`config.mk`:
```
export PLATFORM = sky130hd
export DESIGN_NAME = ofs_plat_prim_fifo_rr_enq_arb
export DESIGN_NICKNAME = d
export VERILOG_FILES = /design/src/rtl/ofs_plat_prim_fifo_rr_enq_arb.sv
export SDC_FILE = /design/constraint.sdc
export NUM_CORES = 1
export LEC_CHECK = 0
export CAP_MARGIN = 25
export CELL_PAD_IN_SITES_DETAIL_PLACEMENT = 1
export CELL_PAD_IN_SITES_GLOBAL_PLACEMENT = 1
export CORE_ASPECT_RATIO = 1.25
export CORE_UTILIZATION = 22
export DETAILED_ROUTE_END_ITERATION = 16
export PLACE_DENSITY = 0.74
export SYNTH_ARGS = -nofsm -noshare
export SYNTH_HDL_FRONTEND = slang
export SYNTH_SLANG_ARGS = --single-unit
export TNS_END_PERCENT = 20
```
`constraint.sdc`:
```
create_clock -name clk -period 2 [get_ports clk]
set_clock_uncertainty 0.2 [all_clocks]
set_input_delay 0.2 -clock clk [delete_from_list [all_inputs] [get_ports clk]]
set_output_delay 0.2 -clock clk [all_outputs]
set_load 0.01 [all_outputs]
```
`src/rtl/ofs_plat_prim_fifo_rr_enq_arb.sv`:
```
// Round-robin, packet-aware arbiter feeding one FIFO enqueue port.
// Each accepted beat is tagged {src_idx, eop, data} and registered one
// cycle before it reaches the FIFO. A source that starts a multi-beat
// packet keeps the grant until it sends its end-of-packet beat.
module ofs_plat_prim_fifo_rr_enq_arb #(
    parameter int N_SOURCES  = 4,
    parameter int DATA_WIDTH = 32,
    localparam int SRC_BITS        = $clog2(N_SOURCES),
    localparam int FIFO_DATA_WIDTH = DATA_WIDTH + 1 + SRC_BITS
) (
    input  logic                            clk,
    input  logic                            reset,
    input  logic [N_SOURCES-1:0]            in_valid,
    input  logic [N_SOURCES*DATA_WIDTH-1:0] in_data,
    input  logic [N_SOURCES-1:0]            in_eop,
    output logic [N_SOURCES-1:0]            in_ready,
    output logic                            fifo_enq_en,
    output logic [FIFO_DATA_WIDTH-1:0]      fifo_enq_data,
    input  logic                            fifo_almostFull,
    input  logic                            fifo_notFull,
    output logic [SRC_BITS-1:0]             cur_owner,
    output logic                            locked
);

    typedef enum logic {
        ST_ARB    = 1'b0,
        ST_LOCKED = 1'b1
    } state_t;

    state_t                      state_q, state_d;
    logic [SRC_BITS-1:0]         ptr_q, ptr_d;
    logic [SRC_BITS-1:0]         owner_q, owner_d;
    logic                        enq_en_q, enq_en_d;
    logic [FIFO_DATA_WIDTH-1:0]  enq_data_q, enq_data_d;

    logic                        canAccept;
    logic                        anyValid;
    logic [SRC_BITS-1:0]         winner;
    logic [SRC_BITS-1:0]         accSrc;
    logic                        accept;
    logic                        accEop;
    logic [DATA_WIDTH-1:0]       accData;
    logic [SRC_BITS-1:0]         nextPtr;

    // almostFull leaves room for the one beat sitting in the output register
    assign canAccept = !fifo_almostFull && fifo_notFull && !reset;

    // Find the first valid source at or above the pointer, wrapping around
    always_comb begin
        int unsigned idx;
        idx      = 0;
        winner   = '0;
        anyValid = 1'b0;
        for (int i = 0; i < N_SOURCES; i++) begin
            idx = ptr_q + i;
            if (idx >= N_SOURCES) begin
                idx = idx - N_SOURCES;
            end
            if (!anyValid && in_valid[idx]) begin
                anyValid = 1'b1;
                winner   = SRC_BITS'(idx);
            end
        end
    end

    // Grant a single source: the round-robin winner, or the packet owner when locked
    always_comb begin
        in_ready = '0;
        accSrc   = winner;
        if (state_q == ST_LOCKED) begin
            accSrc            = owner_q;
            in_ready[owner_q] = canAccept;
        end else if (canAccept && anyValid) begin
            in_ready[winner] = 1'b1;
        end
    end

    assign accept  = |(in_valid & in_ready);
    assign accEop  = in_eop[accSrc];
    assign accData = in_data[accSrc*DATA_WIDTH +: DATA_WIDTH];
    assign nextPtr = (accSrc == SRC_BITS'(N_SOURCES - 1)) ? '0 : accSrc + 1'b1;

    // Next-state: lock on a non-final beat, release and rotate priority on eop
    always_comb begin
        state_d    = state_q;
        ptr_d      = ptr_q;
        owner_d    = owner_q;
        enq_en_d   = accept;
        enq_data_d = enq_data_q;
        if (accept) begin
            enq_data_d = {accSrc, accEop, accData};
            if (accEop) begin
                state_d = ST_ARB;
                ptr_d   = nextPtr;
            end else begin
                state_d = ST_LOCKED;
                owner_d = accSrc;
            end
        end
    end

    // State and output registers; reset drops any beat waiting to be enqueued
    always_ff @(posedge clk) begin
        if (reset) begin
            state_q    <= ST_ARB;
            ptr_q      <= '0;
            owner_q    <= '0;
            enq_en_q   <= 1'b0;
            enq_data_q <= '0;
        end else begin
            state_q    <= state_d;
            ptr_q      <= ptr_d;
            owner_q    <= owner_d;
            enq_en_q   <= enq_en_d;
            enq_data_q <= enq_data_d;
        end
    end

    assign fifo_enq_en   = enq_en_q;
    assign fifo_enq_data = enq_data_q;
    assign cur_owner     = owner_q;
    assign locked        = (state_q == ST_LOCKED);

    // An enqueue into a full FIFO means almostFull was set up too late
    always_ff @(posedge clk) begin
        if (!reset) begin
            assert (!(fifo_enq_en && !fifo_notFull))
                else $fatal(1, "fifo_enq_en asserted while FIFO is full");
        end
    end

endmodule

```
---- Word level (Yosys, flattened, before mapping) ----
Index checks and enable logic that the tools add are counted.
Widths: inputs -> output; s select.
operators by class
  reductions and logical operators ........ 16
  $add $sub $neg .......................... 8
  magnitude comparators ................... 13
  bitwise gates (word level) .............. 3
  equality and inequality tests ........... 1
  mux-type cells .......................... 31
  divide/modulo/power cells ............... 0
  shifts and indexed selects .............. 1
  multiply operators ...................... 0
operator list
  cell                 count
  $lt 32x3->1 const B  4
  $mux 32              4
  $shiftx 128x8->32    1
  $mux 1               12
  $mux 2               6
  $sub 3x3->4 const B  3
  $bmux 1 s2           5
  $ge 3x3->1 const B   3
  $lt 2x3->1 const B   3
  $and 4x4->4          2
  $logic_and 1x1->1    8
  $mux 4               2
  $add 2x2->3 const B  2
  $logic_not 1->1      5
  $demux 1 s2          2
  $ge 2x1->1 const B   2
  $reduce_and 2->1     2
  $reduce_or 4->1      1
  $sub 2x3->4 const B  1
  $add 2x1->3 const B  1
  $ge 2x3->1 const B   1
  $add 2x1->2 const B  1
  $eq 2x2->1 const B   1
  $not 1->1            1
storage, ports and cells
  bits in latches ......................... 0
  RAM bits ................................ 0
  memory bits (read-only) ................. 0
  output and inout port bits .............. 43
  word-level logic and storage cells ...... 78
  memories kept ........................... 0
  bits in registers ....................... 41

---- Longest topological paths before layout ----
  depth after elaboration ................. 23
  gate-level depth with buffers ........... 9
  depth with buffers taken out ............ 7

---- Worst setup path after synthesis ----
Ideal clock, no wire load.
  path kind ............................... register -> register
  from .................................... register owner_q[0], in the netlist cur_owner[0]
  to ...................................... register enq_data_q[2], in the netlist fifo_enq_data[2]
  path slack .............................. -0.111 ns
  library setup time ...................... 0.133 ns
  stages on the path, launching flop included .. 10
  required time ........................... 1.667 ns
  arrival ................................. 1.778 ns
  path buffers ............................ 2
  path through ............................ dfxtp_1 > buf_2 > mux2i_1 > nor2_1 > o31ai_2 > inv_2 > nand2_1 > buf_1 > o22a_1 > a21oi_1
between the ends
  word-level cells in the longest chain between the ends .. 8
  elaborated cells on any way between the ends .. 11
  classes of those cells .................. order compare (2); shift (1); mux (4); bitwise (2); reduce/logical (2)
RTL lines
  item                                                                   RTL line  text
  start, declared                                                        32        logic [SRC_BITS-1:0] owner_q, owner_d;
  start signal, assigned                                                 113       owner_q <= owner_d;
  $lt 2x3->1 (implied by the code) / $ge 2x1->1 (equally long branches)  72        in_ready[owner_q] = canAccept;
  $logic_and 1x1->1 (implied by the code)                                72
  $mux 1 (implied by the code)                                           72
  $demux 1 s2                                                            72
  $and 4x4->4 (no line)                                                  n/a
  $mux 4                                                                 70        if (state_q == ST_LOCKED) begin
  $and 4x4->4                                                            78        assign accept = |(in_valid & in_ready);
  $reduce_or 4->1                                                        78
  end signal, assigned                                                   115       enq_data_q <= enq_data_d;
  end, declared                                                          34        logic [FIFO_DATA_WIDTH-1:0] enq_data_q, enq_data_d;
Several ways; a longest one is shown, not always the timed one.
A chain may end at the register's enable or synchronous reset.

---- Worst setup path in the final report ----
  from .................................... input port in_valid[3]
  to ...................................... register enq_data_q[3], in the netlist fifo_enq_data[3]
between the ends
  word-level cells in the longest chain between the ends .. 20
  elaborated cells on any way between the ends .. 34
  classes of those cells .................. order compare (2); shift (1); mux (21); bitwise (1); reduce/logical (9)
RTL lines
  item                                                                   RTL line  text
  start, declared                                                        13        input logic [N_SOURCES-1:0] in_valid,
  $bmux 1 s2                                                             59        if (!anyValid && in_valid[idx]) begin
  $mux 1 (implied by the code)                                           59
  $mux 1                                                                 59
  $logic_not 1->1                                                        59
  $logic_and 1x1->1                                                      59
  $mux 1                                                                 59
  $logic_not 1->1                                                        59
  $logic_and 1x1->1                                                      59
  (+4 left out)                                                          n/a
  $lt 2x3->1 (implied by the code) / $ge 2x1->1 (equally long branches)  74        in_ready[winner] = 1'b1;
  $logic_and 1x1->1 (implied by the code)                                74
  $mux 1 (implied by the code)                                           74
  $demux 1 s2                                                            74
  $mux 4                                                                 73        end else if (canAccept && anyValid) begin
  $mux 4                                                                 70
  $and 4x4->4                                                            78
  $reduce_or 4->1                                                        78
Several ways; a longest one is shown, not always the timed one. The select of a mux whose other input is x is not followed.

==> summary.md <==
| Metric | Value |
|---|---|
| Clock Pin Slew Worst Setup and Hold Paths | 0.06 ns |
| Max H-tree Level | 2 |
| Element type at the critical path end | register |
| Post-detail-place hpwl | 8770 um |
| Overall fraction of global-route tracks in use | 18.3% |
| Worst slew margin | 64.0% |
| Synth Flop Type | dfxtp_1 |
| GR Overflow Total | 0 |
| Syn Inst Count | 302 |
| Cell Rows | 45 |
| Worst path cell trace | clkdlybuf4s50_1, buf_4, a2111oi_4, nor3_4, buf_4, buf_8, buf_12, mux2i_1, o22a_1, a21oi_2 |
| Vias | 3265 |
| HP Start | fifo_enq_data[23]$_SDFFE_PP0P_ |
| Worst r2r src | ptr_q[1]$_SDFFE_PP0P_ |
| Failing checks | setup timing |
| Detailed Routing Iterations Pass 1 | 4 |
| Pwr per Cell Area | 491 mW/mm2 |
| DR DRC count | 0 |
| Via density | 4.67 |
| Die Ht | 126 um |
| ANT cells | 0 |
| Clk_lat worst skew | 0.28 ns |
| Register area share after synthesis | 30.2% |
| LEAKAGE | 2.07 nW |
| I/O Pins | 183 |
| CTS tree | yes |
| CP max stage cell | clkdlybuf4s50_1 |
| Routability-driven placement congestion ratio | 0.829 |
| Fin crit share | 112% |
| Area Growth Syn to Fin | 108% |
| Max-Cap Viols | 0 |
| First-pass GRT wire length | 18300 um |
| Post-Syn Area per Cell | 9.01 um2 |
| Cells after DPL | 677 |
| Setup Viol. Count Final | 43 |
| Final Critical Period | 2.25 ns |
| Register-to-register setup slack | -0.21 ns |
| Routed len/inst | 17.0 um |
| Fillers | 1371 |
| CTS Hold Bufs | 0 |
| Largest net degree at the start of global routing | 42 |
| Core area | 0.0121 mm2 |
| Worst-Margin Slew | 0.541 ns |
| Slowest Stage Delay on Critical Path | 0.48 ns |
| Count of different cell masters after synthesis | 49 |
| CTS buffer count | 5 |
| Register bit total from synthesis | 41 |
| Critical path's most frequent cell | buf_4 |
| Worst hold margin | 0.252 ns |
| CP startpoint kind | input port |
| RSZ-0062 raised after global routing | yes |
| Drt initial violations | 53 |
| Initial antenna violation count | 0 |
| Root Driver | clkbuf_16 |
| Syn_nets | 442 |
| Number of global-route vias before repair | 3703 |
| Hold path endpoint | fifo_enq_data[23]$_SDFFE_PP0P_ |
| Nets | 674 |
| Ys Warns | 0 |
| Longest Clk Path Bufs | 2 |
| VDD IR-drop max | 0.279 mV |
| Initial Util | 22.5% |
| Final Hold Viols | 0 |
| Kind of critical path | in -> reg |
| Crit path required time | 2.01 ns |
| WHS Path Cells | 2 |
| Die width | 101 um |
| Critical path data arrival time | 2.25 ns |
| # port buffers | 182 |
| Fin worst setup slack | -0.247 ns |
| Wirelength, routed | 11900 um |
| Status | finished, violations left |
| Ys async rst share | 0% |
| Max-slew violations | 0 |
| Fmax | 0.445 GHz |
| Final non-filler cell total | 699 |
| Worst R2R End | fifo_enq_data[3]$_SDFFE_PP0P_ |
| Mapped Area | 0.00272 mm2 |
| Worst Reg-to-Reg Cells | 10 |
| Critical path peak fanout | 6 |
| Antenna Nets Post-Route | 0 |
| Die footprint | 0.0128 mm2 |
| Layout cell share with drive strength beyond 1 | 24.5% |
| Worst hold path type | reg -> reg |
| Post-synth EDFFs | 0 |
| Clock sink count | 41 |
-- per-layer routing --
| metal | track usage [%] | vias up | part of all wire (%) |
|---|---|---|---|
| li1 | - | 1580 | - |
| met2 | 36.9 | 90 | 56 |
| met4 | 6.05 | 0 | 1.8 |
| met1 | 18.7 | 1583 | 37 |
| met5 | 0 | - | 0 |
| met3 | 2.64 | 12 | 4.8 |
-- synth_stat cells (all sizes together), types with 2 or more instances --
| cell type | number | area (um2) |
|---|---|---|
| or3 | 2 | 17.5 |
| a21oi | 40 | 200 |
| o31a | 2 | 18.8 |
| o21a | 2 | 15.0 |
| o21ai | 4 | 20.0 |
| nor2b | 4 | 30.0 |
| dfxtp | 41 | 821 |
| or3b | 2 | 17.5 |
| o32ai | 2 | 17.5 |
| inv | 4 | 15.0 |
| clkbuf | 10 | 45.0 |
| buf | 13 | 108 |
| a2111oi | 2 | 42.5 |
| nand3 | 2 | 10.0 |
| nor2 | 10 | 37.5 |
| nor3 | 3 | 26.3 |
| nand2 | 39 | 146 |
| mux2i | 68 | 681 |
| a211oi | 2 | 25.0 |
| a21o | 2 | 15.0 |
| o22a | 32 | 280 |
-- worst max-delay path by stage --
stage / start / endpoint / slack [ns] / depth (start not counted)
after detailed placement: in_valid[2] / in_ready[1] / -0.79 / 8
after global placement: in_valid[2] / in_ready[1] / -0.78 / 8
after CTS: ptr_q[1]$_SDFFE_PP0P_ / fifo_enq_data[7]$_SDFFE_PP0P_ / -0.23 / 10
final: in_valid[3] / fifo_enq_data[3]$_SDFFE_PP0P_ / -0.25 / 10
after floorplan: ptr_q[1]$_SDFFE_PP0P_ / in_ready[1] / -0.02 / 6
after global routing: in_valid[3] / cur_owner[1]$_SDFFE_PP0P_ / -0.33 / 9
-- cell type report --
cell class | count | area [um2] | share of cell area (%)
Tap cell | 164 | 205 | 3.63
Timing Repair Buffer | 248 | 2490 | 44.1
Clock buffer | 6 | 129 | 2.28
Sequential cell | 41 | 828 | 14.6
Clock inverter | 2 | 10.0 | 0.177
Inverter | 4 | 15.0 | 0.265
Multi-Input combinational cell | 234 | 1980 | 34.9
-- cells in the final DEF (no fill, tap or decap), types with 3 or more instances in the layout --
cell type        count
a21oi_1             31
a21oi_2              9
buf_12               7
buf_2                5
buf_4               38
buf_6               17
clkbuf_16            5
clkdlybuf4s50_1    174
dfxtp_1             37
dfxtp_2              3
dlygate4sd2_1        3
mux2i_1             63
mux2i_2              3
nand2_1             35
nor2_1               6
nor2_2               4
o22a_1              32
-- per-stage QoR --
stage	worst slack (ns)	setup TNS (ns)	area, um2	total power [mW]	util [%]
6_report	-0.247	-6.32	5660	2.78	46.7
3_3_place_gp	-0.785	-26.92	5060	1.83	41.8
5_1_grt	-0.334	-9.94	5660	2.94	46.7
3_5_place_dp	-0.786	-28.82	5060	1.86	41.8
4_1_cts	-0.228	-6.76	5500	2.78	45.4
2_1_floorplan	-0.0175	-0.195	2730	1.32	-
-- cell families after synthesis --
logic type | after synthesis | share of synthesized area [%]
AO/OA/AOI/OAI | 96 | 26.0
flip-flops | 41 | 30.2
multiplexers | 68 | 25.0
AND/OR/NAND/NOR | 68 | 12.0
XOR/XNOR | 2 | 0.644
buffers and inverters | 27 | 6.16
-- repair_timing --
| item | in CTS | in global routing |
|---|---|---|
| pin swaps | 42 | 27 |
| cloned | 2 | 0 |
| resized for setup | 63 | 36 |
| buffers inserted | 10 | 4 |
| endpoints found under the setup margin | 43 | 43 |
-- report_power, final --
| part | switching (mW) | total (mW) | internal [mW] |
|---|---|---|---|
| clock network | 0.314 | 0.773 | 0.458 |
| logic | 0.428 | 1.13 | 0.702 |
| registers | 0.0234 | 0.877 | 0.853 |
| total | 0.766 | 2.78 | 2.01 |
-- worst max-delay path: cells and delay by family --
kind	cells	cell delay [ns]
buffers and inverters	5	1.09
AO/OA/AOI/OAI	3	0.73
multiplexers	1	0.12
AND/OR/NAND/NOR	1	0.11
-- registers in the layout, indices dropped and copies added, names as in the netlist --
register / count
cur_owner: 2
fifo_enq_data: 35
fifo_enq_en: 1
locked: 1
ptr_q: 2
(Power assumes the default switching activity.)
